`src/rtl/flag_pkg.sv`:
```
`default_nettype none
// ============================================================================
// Module   : flag_pkg
// Brief    : Shared flag indices and default vector type for the flag bank.
// Revision : 1.0 - initial release
// ============================================================================
package flag_pkg;

    localparam int FLAG_C            = 0;
    localparam int FLAG_Z            = 1;
    localparam int DEFAULT_NUM_FLAGS = 2;

    typedef logic [DEFAULT_NUM_FLAGS-1:0] flag_vec_t;

endpackage
`default_nettype wire

```
`src/rtl/flag_bank_if.sv`:
```
`default_nettype none
// ============================================================================
// Module   : flag_bank_if
// Brief    : Control/status bundle between datapath control and flag bank.
// Revision : 1.0 - initial release
// ============================================================================
interface flag_bank_if #(
    parameter int NUM_FLAGS    = flag_pkg::DEFAULT_NUM_FLAGS,
    parameter int SHADOW_DEPTH = 4
);
    import flag_pkg::*;

    localparam int PTR_W = $clog2(SHADOW_DEPTH + 1);

    logic [NUM_FLAGS-1:0] din;
    logic [NUM_FLAGS-1:0] wr_en;
    logic [NUM_FLAGS-1:0] set;
    logic [NUM_FLAGS-1:0] clr;
    logic                 push;
    logic                 pop;
    logic                 err_clr;
    logic [NUM_FLAGS-1:0] flags;
    logic [PTR_W-1:0]     depth;
    logic                 shadow_full;
    logic                 shadow_empty;
    logic                 overflow_err;
    logic                 underflow_err;

    modport master (
        output din, wr_en, set, clr, push, pop, err_clr,
        input  flags, depth, shadow_full, shadow_empty, overflow_err, underflow_err
    );

    modport slave (
        input  din, wr_en, set, clr, push, pop, err_clr,
        output flags, depth, shadow_full, shadow_empty, overflow_err, underflow_err
    );

endinterface
`default_nettype wire

```
`src/rtl/flag_shadow_stack.sv`:
```
`default_nettype none
// ============================================================================
// Module   : flag_shadow_stack
// Brief    : LIFO of saved flag vectors with depth pointer and sticky errors.
// Revision : 1.0 - initial release
// ============================================================================
module flag_shadow_stack #(
    parameter int NUM_FLAGS    = flag_pkg::DEFAULT_NUM_FLAGS,
    parameter int SHADOW_DEPTH = 4,
    parameter int PTR_W        = $clog2(SHADOW_DEPTH + 1)
) (
    input  wire logic                 clk,
    input  wire logic                 reset,
    input  wire logic                 i_push,
    input  wire logic                 i_pop,
    input  wire logic                 i_err_clr,
    input  wire logic [NUM_FLAGS-1:0] i_flags,
    output logic      [NUM_FLAGS-1:0] o_restore_data,
    output logic                      o_restore_valid,
    output logic      [PTR_W-1:0]     o_depth,
    output logic                      o_full,
    output logic                      o_empty,
    output logic                      o_overflow_err,
    output logic                      o_underflow_err
);
    import flag_pkg::*;

    logic [NUM_FLAGS-1:0] r_stack_q [SHADOW_DEPTH];
    logic [NUM_FLAGS-1:0] w_stack_d [SHADOW_DEPTH];
    logic [PTR_W-1:0]     r_depth_q;
    logic [PTR_W-1:0]     w_depth_d;
    logic                 r_ovf_q;
    logic                 w_ovf_d;
    logic                 r_unf_q;
    logic                 w_unf_d;
    logic                 w_full;
    logic                 w_empty;
    logic                 w_push_ok;
    logic                 w_pop_ok;

    assign w_full    = (r_depth_q == PTR_W'(SHADOW_DEPTH));
    assign w_empty   = (r_depth_q == '0);
    // Simultaneous push and pop cancel out: neither moves the pointer.
    assign w_push_ok = i_push && !i_pop && !w_full;
    assign w_pop_ok  = i_pop && !i_push && !w_empty;

    always_comb begin
        w_stack_d      = r_stack_q;
        o_restore_data = '0;
        for (int i = 0; i < SHADOW_DEPTH; i++) begin
            if (w_push_ok && (r_depth_q == PTR_W'(i))) begin
                w_stack_d[i] = i_flags;
            end
            if (r_depth_q == PTR_W'(i + 1)) begin
                o_restore_data = r_stack_q[i];
            end
        end
    end

    always_comb begin
        w_depth_d = r_depth_q;
        if (w_push_ok) begin
            w_depth_d = r_depth_q + PTR_W'(1);
        end else if (w_pop_ok) begin
            w_depth_d = r_depth_q - PTR_W'(1);
        end
        // A new error in the same cycle as err_clr wins.
        w_ovf_d = (r_ovf_q && !i_err_clr) || (i_push && !i_pop && w_full);
        w_unf_d = (r_unf_q && !i_err_clr) || (i_pop && !i_push && w_empty);
    end

    always_ff @(posedge clk) begin
        if (reset) begin
            for (int i = 0; i < SHADOW_DEPTH; i++) begin
                r_stack_q[i] <= '0;
            end
            r_depth_q <= '0;
            r_ovf_q   <= 1'b0;
            r_unf_q   <= 1'b0;
        end else begin
            r_stack_q <= w_stack_d;
            r_depth_q <= w_depth_d;
            r_ovf_q   <= w_ovf_d;
            r_unf_q   <= w_unf_d;
        end
    end

    assign o_restore_valid = w_pop_ok;
    assign o_depth         = r_depth_q;
    assign o_full          = w_full;
    assign o_empty         = w_empty;
    assign o_overflow_err  = r_ovf_q;
    assign o_underflow_err = r_unf_q;

endmodule
`default_nettype wire

```
`src/rtl/flag_bank.sv`:
```
`default_nettype none
// ============================================================================
// Module   : flag_bank
// Brief    : Status-flag register bank with per-bit ops and nested shadow save.
// Revision : 1.0 - initial release
// ============================================================================
module flag_bank #(
    parameter int NUM_FLAGS    = flag_pkg::DEFAULT_NUM_FLAGS,
    parameter int SHADOW_DEPTH = 4
) (
    input  wire logic   clk,
    input  wire logic   reset,
    flag_bank_if.slave  bus
);
    import flag_pkg::*;

    localparam int PTR_W = $clog2(SHADOW_DEPTH + 1);

    logic [NUM_FLAGS-1:0] r_flags_q;
    logic [NUM_FLAGS-1:0] w_flags_d;
    logic [NUM_FLAGS-1:0] w_restore_data;
    logic                 w_restore_valid;
    logic [PTR_W-1:0]     w_depth;
    logic                 w_full;
    logic                 w_empty;
    logic                 w_ovf;
    logic                 w_unf;

    flag_shadow_stack #(
        .NUM_FLAGS    (NUM_FLAGS),
        .SHADOW_DEPTH (SHADOW_DEPTH),
        .PTR_W        (PTR_W)
    ) u_shadow (
        .clk             (clk),
        .reset           (reset),
        .i_push          (bus.push),
        .i_pop           (bus.pop),
        .i_err_clr       (bus.err_clr),
        .i_flags         (r_flags_q),
        .o_restore_data  (w_restore_data),
        .o_restore_valid (w_restore_valid),
        .o_depth         (w_depth),
        .o_full          (w_full),
        .o_empty         (w_empty),
        .o_overflow_err  (w_ovf),
        .o_underflow_err (w_unf)
    );

    // A restore replaces the whole vector and discards this cycle's bit ops.
    always_comb begin
        w_flags_d = r_flags_q;
        if (w_restore_valid) begin
            w_flags_d = w_restore_data;
        end else begin
            for (int i = 0; i < NUM_FLAGS; i++) begin
                if (bus.clr[i]) begin
                    w_flags_d[i] = 1'b0;
                end else if (bus.set[i]) begin
                    w_flags_d[i] = 1'b1;
                end else if (bus.wr_en[i]) begin
                    w_flags_d[i] = bus.din[i];
                end
            end
        end
    end

    always_ff @(posedge clk) begin
        if (reset) begin
            r_flags_q <= '0;
        end else begin
            r_flags_q <= w_flags_d;
        end
    end

    assign bus.flags         = r_flags_q;
    assign bus.depth         = w_depth;
    assign bus.shadow_full   = w_full;
    assign bus.shadow_empty  = w_empty;
    assign bus.overflow_err  = w_ovf;
    assign bus.underflow_err = w_unf;

endmodule
`default_nettype wire
```
`src/flat_wrapper.sv`:
```
// flat-port wrapper written by rule: the top's interface ports become plain ports
module flag_bank_flat import flag_pkg::*;
#(
    parameter int NUM_FLAGS    = flag_pkg::DEFAULT_NUM_FLAGS,
    parameter int SHADOW_DEPTH = 4
)
  (clk, reset, bus_din, bus_wr_en, bus_set, bus_clr, bus_push, bus_pop, bus_err_clr, bus_flags, bus_depth, bus_shadow_full, bus_shadow_empty, bus_overflow_err, bus_underflow_err);
  flag_bank_if #(.NUM_FLAGS(NUM_FLAGS), .SHADOW_DEPTH(SHADOW_DEPTH)) bus_i ();
  input  wire logic clk;
  input  wire logic reset;
  input wire logic [$bits(bus_i.din)-1:0] bus_din;
  input wire logic [$bits(bus_i.wr_en)-1:0] bus_wr_en;
  input wire logic [$bits(bus_i.set)-1:0] bus_set;
  input wire logic [$bits(bus_i.clr)-1:0] bus_clr;
  input wire logic [$bits(bus_i.push)-1:0] bus_push;
  input wire logic [$bits(bus_i.pop)-1:0] bus_pop;
  input wire logic [$bits(bus_i.err_clr)-1:0] bus_err_clr;
  output wire logic [$bits(bus_i.flags)-1:0] bus_flags;
  output wire logic [$bits(bus_i.depth)-1:0] bus_depth;
  output wire logic [$bits(bus_i.shadow_full)-1:0] bus_shadow_full;
  output wire logic [$bits(bus_i.shadow_empty)-1:0] bus_shadow_empty;
  output wire logic [$bits(bus_i.overflow_err)-1:0] bus_overflow_err;
  output wire logic [$bits(bus_i.underflow_err)-1:0] bus_underflow_err;
  assign bus_i.din = bus_din;
  assign bus_i.wr_en = bus_wr_en;
  assign bus_i.set = bus_set;
  assign bus_i.clr = bus_clr;
  assign bus_i.push = bus_push;
  assign bus_i.pop = bus_pop;
  assign bus_i.err_clr = bus_err_clr;
  assign bus_flags = bus_i.flags;
  assign bus_depth = bus_i.depth;
  assign bus_shadow_full = bus_i.shadow_full;
  assign bus_shadow_empty = bus_i.shadow_empty;
  assign bus_overflow_err = bus_i.overflow_err;
  assign bus_underflow_err = bus_i.underflow_err;
  flag_bank #(.NUM_FLAGS(NUM_FLAGS), .SHADOW_DEPTH(SHADOW_DEPTH)) u_core (.clk(clk), .reset(reset), .bus(bus_i));
endmodule
```
`config.mk`:
```
export PLATFORM = sky130hd
export DESIGN_NAME = flag_bank_flat
export DESIGN_NICKNAME = d
export VERILOG_FILES = /design/src/rtl/flag_pkg.sv /design/src/rtl/flag_bank_if.sv /design/src/rtl/flag_shadow_stack.sv /design/src/rtl/flag_bank.sv /design/src/flat_wrapper.sv
export SDC_FILE = /design/constraint.sdc
export NUM_CORES = 1
export LEC_CHECK = 0
export ABC_AREA = 1
export CAP_MARGIN = 5
export CORE_MARGIN = 2
export CORE_UTILIZATION = 51
export DETAILED_ROUTE_END_ITERATION = 10
export PLACE_DENSITY = 0.91
export SKIP_LAST_GASP = 1
export SLEW_MARGIN = 40
export SYNTH_ARGS = -nofsm -noshare
export SYNTH_HDL_FRONTEND = slang
export SYNTH_SLANG_ARGS = --single-unit
```
`constraint.sdc`:
```
create_clock -name clk -period 3.7 [get_ports clk]
set_input_delay 0.74 -clock clk [delete_from_list [all_inputs] [get_ports clk]]
set_output_delay 0.74 -clock clk [all_outputs]
set_load 0.05 [all_outputs]
```
==> impl_metrics.py, run 1 <==
metrics = {
    "yosys": {
        "synth.yosys.warnings": 0,
        "synth.ff_latch_count": 15,
        "synth-seq-area-share_pct": 33.9,
        "syn_nets": 153,
        "synth.avg_cell_area_um2": 6.60,
        "ys_top_cells_by_area": "sky130_fd_sc_hd__dfxtp_1, sky130_fd_sc_hd__nand2_1, sky130_fd_sc_hd__inv_1",
        "synth_cell_type_count": 15,
        "synth_largest_area_cell": "sky130_fd_sc_hd__dfxtp_1",
        "synth_top_cell_area_share_pct": 33.9,
        "post_synth_inst_count": 134,
        "synthesis.area_um2": 885,
    },
    "floorplan": {
        "dieArea_um2": 2080,
        "io-pin-count": 22,
        "number_of_rows_created_at_floorplan": 15,
        "initial_core_util_pct": 53.0,
        "placeableCoreArea_um2": 1670,
        "vertical_die_dimension_um": 45.6,
        "die_w_um": 45.6,
    },
    "pwr": {
        "max-vdd-ir-drop_mv": 0.273,
        "power_per_cell_area_nw_per_um2": 379,
        "leakage_uw": 0.000539,
    },
    "critical_path": {
        "timing.critical_path.to_type": "primary output",
        "timing.setup.critical_path_class": "reg2out",
        "worstPathMaxFanout": 5,
        "required_time_worst_endpoint_ns": 2.96,
        "critPathLaunchType": "flip-flop",
        "timing.critical_path.arrival_ns": 2.16,
    },
    "timing": {
        "post_route_fraction_of_the_period_consumed_by_the_critical_path_pct": 78.5,
        "slew-limit-headroom_pct": 66.2,
        "clock.fmax_mhz": 344,
        "worst-slew-pin-transition_ns": 0.505,
        "setup_total_negative_slack_ns": 0,
        "fin_worst_skew_ns": 0.000881,
        "postLayoutSetupSlackWorst_ns": 0.797,
        "grt_setup_unrepaired": "no",
        "slew_viol_final": 0,
        "finalSetupViolations": 0,
        "final_report_hold_violation_count": 0,
        "layout_min_cycle_time_ns": 2.90,
    },
    "layout": {
        "layout-drive-gt1-share_pct": 10.1,
        "seqCellArea_um2": 300,
        "finish.cell_count_without_fillers": 176,
        "final_nets": 179,
        "fin_util_pct": 68.4,
        "synthToLayoutAreaGrowth_pct": 29.1,
        "multi_input_area_um2": 480,
        "nFillCells": 140,
        "finish.instance_area_um2": 1140,
        "antenna_cells_inserted": 0,
    },
    "detailed_routing": {
        "ant_nets": 0,
        "detailroute.wirelength.met3_um": 116,
        "drt-met1-wl_um": 860,
        "via_count": 856,
        "first_pass_iters": 4,
        "drt_drc_violations_left": 0,
        "detailroute.wirelength.met2_um": 950,
        "viasPerCell": 4.86,
        "top_signal_layer_used": "met4",
        "finalWirelength_um": 1980,
        "post_drt_wl_per_cell_um": 11.2,
        "first_iteration_detailed_routing_drc_count": 17,
    },
    "cts": {
        "ctsLongestPathBuffers": 2,
        "worst_skew_pair.late_latency_ns": 0.29,
        "post_cts_hold_buffer_count": 0,
        "cts_tree": "yes",
        "clkTransAtPathRegs_ns": 0.09,
        "postCtsSetupBuffers": 0,
        "ctsHtreeMaxLevel": 1,
        "ctsResizeCount": 0,
        "cts_made_buffers": 3,
        "cts_root_buffer": "sky130_fd_sc_hd__clkbuf_4",
        "clock_sink_count": 15,
    },
    "place": {
        "io_buffers": 21,
        "place.detailed.instances": 172,
        "dpl_cell_area_um2": 1120,
        "placement.setup.worst_slack_ns": 1.12,
        "place.detailed.hpwl_um": 1580,
        "final_weighted_congestion_in_routability_driven_placement": 0.793,
    },
    "worst_hold_path": {
        "hp-class": "reg2reg",
    },
    "global_routing": {
        "total_grt_usage_pct": 21.8,
        "grt_first_pass_wirelength_um": 3190,
        "grt_max_degree": 11,
        "initial_antenna_violation_count": 0,
        "grt_pass1_vias": 791,
        "globalRouteOverflowTotal": 0,
    },
    "outcome": {
        "run_status": "complete, no violations",
    },
    "run": {
        "max_cap_viol_count": 0,
    },
}
==> cells in the final DEF (no fill, tap or decap), drive strengths merged <==
cell type and instances:
nand2 37, inv 27, clkdlybuf4s50 21, nor2 18
dfxtp 15, a21oi 14, o21ai 8, nand3 8
ha 6, clkbuf 4, xor2 1
==> routing by layer <==
| metal | vias up | track usage (%) |
|---|---|---|
| met4 | 0 | 12.4 |
| met1 | 367 | 25.4 |
| met2 | 25 | 37.2 |
| met3 | 5 | 3.57 |
| met5 | - | 0 |
| li1 | 459 | - |
==> path summary, 6_finish.rpt <==
kind	start	endpoint	slack (ns)	cells after the start
setup / recovery	u_core.u_shadow.o_depth[0]$_SDFFE_PP0P_	bus_shadow_empty	0.80	5
hold / removal	u_core.u_shadow.r_stack_q[2]$_SDFFE_PP0P_	u_core.u_shadow.r_stack_q[2]$_SDFFE_PP0P_	0.46	2
setup reg to reg	u_core.u_shadow.o_depth[0]$_SDFFE_PP0P_	u_core.u_shadow.r_stack_q[6]$_SDFFE_PP0P_	2.16	7
hold reg to reg	u_core.u_shadow.r_stack_q[2]$_SDFFE_PP0P_	u_core.u_shadow.r_stack_q[2]$_SDFFE_PP0P_	0.46	2
==> through the flow <==
stage               total power (uW)  hold WS (ns)
floorplan                        289         0.429
global placement                 335         0.450
detailed placement               340         0.450
CTS                              432         0.464
global route                     455         0.475
finish                           432         0.460
==> flip-flops by register name (all words and copies together) (netlist names) <==
name / count
u_core.u_shadow.o_overflow_err: 1
u_core.u_shadow.o_underflow_err: 1
u_core.u_shadow.o_depth: 3
u_core.bus.flags: 2
u_core.u_shadow.r_stack_q: 8
==> logic make-up (layout without fill, tap and decap cells) <==
group	Yosys count	after routing	share of synthesized area [%]
compound gates	22	22	12.4
xor+xnor	1	1	0.990
fa+ha+maj	6	6	8.49
simple gates	63	63	32.4
flops	15	15	33.9
buf+inv	27	52	11.7
==> layout make-up <==
class	instances	share of cell area, %
Clock buffer	4	2.30
Timing Repair Buffer	21	18.4
Multi-Input combinational cell	92	42.1
Tap cell	17	1.86
Sequential cell	15	26.3
Inverter	27	9.09
==> cells in the mapped netlist, drive strengths merged <==
cell type,instances
a21oi,14
dfxtp,15
ha,6
inv,27
nand2,37
nand3,8
nor2,18
o21ai,8
xor2,1
==> worst max-delay path, stage by stage, from the launching register on <==
cell,delay [ns]
sky130_fd_sc_hd__dfxtp_1,0.35
sky130_fd_sc_hd__inv_1,0.14
sky130_fd_sc_hd__ha_1,0.26
sky130_fd_sc_hd__inv_1,0.06
sky130_fd_sc_hd__nor2_1,0.21
sky130_fd_sc_hd__clkdlybuf4s50_1,0.86
==> where the power goes <==
part / switching [uW] / internal (uW)
combinational: 97.1 / 56.1
clock: 54.1 / 42.0
sequential: 10.7 / 172
(Power assumes the default switching activity.)
==> inputs of run 2 (changes only) <==
- CORE_UTILIZATION: 51 -> 43
- PLACE_DENSITY: 0.91 -> 0.83
- clock period: 3.7 -> 2.6 ns (I/O delays scaled with it)
==> run 2 against run 1 <==
  * Combinational power up 42%
  * Final area up 1.1%
  * First-iteration DRC count down 35%
  * Critical endpoint is now bus_shadow_full
==> impl_metrics.py, run 2 (synthesis gave the netlist of run 1 again) <==
metrics = {
    "outcome": {
        "run_status": "complete, no violations",
    },
    "critical_path": {
        "path_cells": "inv_1 > ha_1 > nand2_2 > inv_4 > dlymetal6s2s_1",
        "critical_path.slowest_cell": "sky130_fd_sc_hd__dlymetal6s2s_1",
        "critPathLaunchType": "flip-flop",
        "timing.critical_path.arrival_ns": 1.66,
        "critPathLaunch": "u_core.u_shadow.o_depth[0]$_SDFFE_PP0P_",
        "r2r-end": "u_core.u_shadow.r_stack_q[7]$_SDFFE_PP0P_",
        "critical_path.top_delay_family": "buffers and inverters",
        "required_time_worst_endpoint_ns": 2.08,
        "critical_path_buf_inv_count": 3,
        "timing.critical_path.to_type": "primary output",
        "timing.setup.critical_path_class": "reg2out",
        "regToRegSetupSlack_ns": 1.09,
        "crit-reg2reg-launch": "u_core.u_shadow.o_depth[0]$_SDFFE_PP0P_",
        "slowest_delay_ns": 0.43,
        "worstPathMaxFanout": 7,
        "rr_worst_depth": 7,
    },
    "cts": {
        "ctsLongestPathBuffers": 2,
        "cts_made_buffers": 3,
        "ctsHtreeMaxLevel": 1,
        "worst_skew_pair.late_latency_ns": 0.28,
        "cts_root_buffer": "sky130_fd_sc_hd__clkbuf_4",
        "cts_tree": "yes",
        "post_cts_hold_buffer_count": 0,
        "clock_sink_count": 15,
        "clkTransAtPathRegs_ns": 0.09,
    },
    "detailed_routing": {
        "drt_drc_violations_left": 0,
        "viasPerCell": 4.68,
        "ant_nets": 0,
        "post_drt_wl_per_cell_um": 10.9,
        "first_pass_iters": 4,
        "finalWirelength_um": 2020,
        "via_count": 871,
        "first_iteration_detailed_routing_drc_count": 11,
    },
    "global_routing": {
        "grt_first_pass_wirelength_um": 3330,
        "initial_antenna_violation_count": 0,
        "globalRouteOverflowTotal": 0,
        "use_met1_pct": 19.5,
        "gr-max-usage-layer": "met2",
        "total_grt_usage_pct": 17.7,
        "grt_use_met2_pct": 31.3,
        "grt.met3_usage_pct": 3.68,
        "grt_max_degree": 11,
        "grt_pass1_vias": 828,
    },
    "layout": {
        "nFillCells": 188,
        "antenna_cells_inserted": 0,
        "seqCellArea_um2": 300,
        "most-common-layout-cells": "sky130_fd_sc_hd__nand2_1, sky130_fd_sc_hd__inv_1, sky130_fd_sc_hd__clkdlybuf4s50_1, sky130_fd_sc_hd__nor2_1, sky130_fd_sc_hd__dfxtp_1",
        "layout-drive-gt1-share_pct": 10.7,
        "largest-register": "u_core.u_shadow.r_stack_q",
        "final_nets": 179,
        "largest_reg_flops": 8,
        "multi_input_area_um2": 480,
        "finish.instance_area_um2": 1150,
        "layout.cells.most_common": "sky130_fd_sc_hd__nand2_1",
        "synthToLayoutAreaGrowth_pct": 30.6,
    },
    "run": {
        "max_cap_viol_count": 0,
    },
    "pwr": {
        "power_per_cell_area_nw_per_um2": 528,
        "max-vdd-ir-drop_mv": 0.344,
        "leakage_uw": 0.000558,
    },
    "place": {
        "place.detailed.hpwl_um": 1610,
        "dpl_cell_area_um2": 1130,
        "io_buffers": 21,
        "final_weighted_congestion_in_routability_driven_placement": 0.860,
    },
    "timing": {
        "finalSetupViolations": 0,
        "slew-limit-headroom_pct": 66.0,
        "final_report_hold_violation_count": 0,
        "layout_min_cycle_time_ns": 2.18,
        "setup_total_negative_slack_ns": 0,
        "clock.fmax_mhz": 459,
        "post_route_fraction_of_the_period_consumed_by_the_critical_path_pct": 83.8,
        "worst-slew-pin-transition_ns": 0.508,
        "slew_viol_final": 0,
        "fin_worst_skew_ns": 0.00289,
        "grt_setup_unrepaired": "no",
    },
    "floorplan": {
        "vertical_die_dimension_um": 49.4,
        "dieArea_um2": 2440,
        "initial_core_util_pct": 45.6,
        "io-pin-count": 22,
        "die_w_um": 49.4,
        "number_of_rows_created_at_floorplan": 16,
        "placeableCoreArea_um2": 1940,
    },
    "worst_hold_path": {
        "hp-class": "reg2reg",
        "timing.hold.worst_path_depth": 2,
        "hold_path_end": "u_core.u_shadow.r_stack_q[7]$_SDFFE_PP0P_",
        "hold_start": "u_core.u_shadow.r_stack_q[7]$_SDFFE_PP0P_",
    },
}
## run 2: final cells by class
cell class	instances	area share [%]
inverters	27	8.99
multi-input cells	92	41.6
well taps	27	2.93
flip-flops and latches	15	26.0
clock buffers	4	2.28
repair buffers	21	18.2
## run 2: worst max-delay path by stage
stage	end	cells after the start
6_report	bus_shadow_full	5
4_1_cts	bus_shadow_full	5
3_3_place_gp	bus_shadow_full	5
2_1_floorplan	u_core.u_shadow.r_stack_q[6]$_SDFFE_PP0P_	7
3_5_place_dp	bus_shadow_full	5
5_1_grt	bus_shadow_full	5
## run 2: layer usage
| metal | share of wire, % | up-vias | wire, um |
|---|---|---|---|
| li1 | - | 464 | - |
| met1 | 43 | 383 | 867 |
| met2 | 50 | 20 | 1010 |
| met3 | 5.1 | 4 | 104 |
| met4 | 2.0 | 0 | 40 |
| met5 | 0 | - | 0 |
## run 2: worst reg2reg max path, stage by stage (launching register included)
cell	delay (ns)
sky130_fd_sc_hd__dfxtp_1	0.35
sky130_fd_sc_hd__inv_1	0.13
sky130_fd_sc_hd__ha_1	0.23
sky130_fd_sc_hd__inv_1	0.06
sky130_fd_sc_hd__nor2_1	0.23
sky130_fd_sc_hd__nand2_1	0.16
sky130_fd_sc_hd__o21ai_0	0.19
sky130_fd_sc_hd__a21oi_1	0.05
## run 2: stage by stage
stage	hold slack [ns]	setup slack [ns]	util, %	total power (uW)	std cells
final	0.463	0.422	59.5	609	186
after global routing	0.493	0.331	59.5	644	186
after CTS	0.462	0.0254	59.3	615	186
after detailed placement	0.447	0.342	58.0	484	182
after global placement	0.445	0.389	58.0	476	182
after floorplan	0.429	0.364	-	411	134
## run 2: repair_timing
item	4_1_cts	5_1_grt
setup buffers	0	0
endpoints found under the setup margin	0	1
resized for setup	0	1
## run 2: report_power, final
part           switching (uW)  internal [uW]
Clock                    70.5           59.5
Sequential               15.8            245
Combinational             140           78.6
Total                     226            383
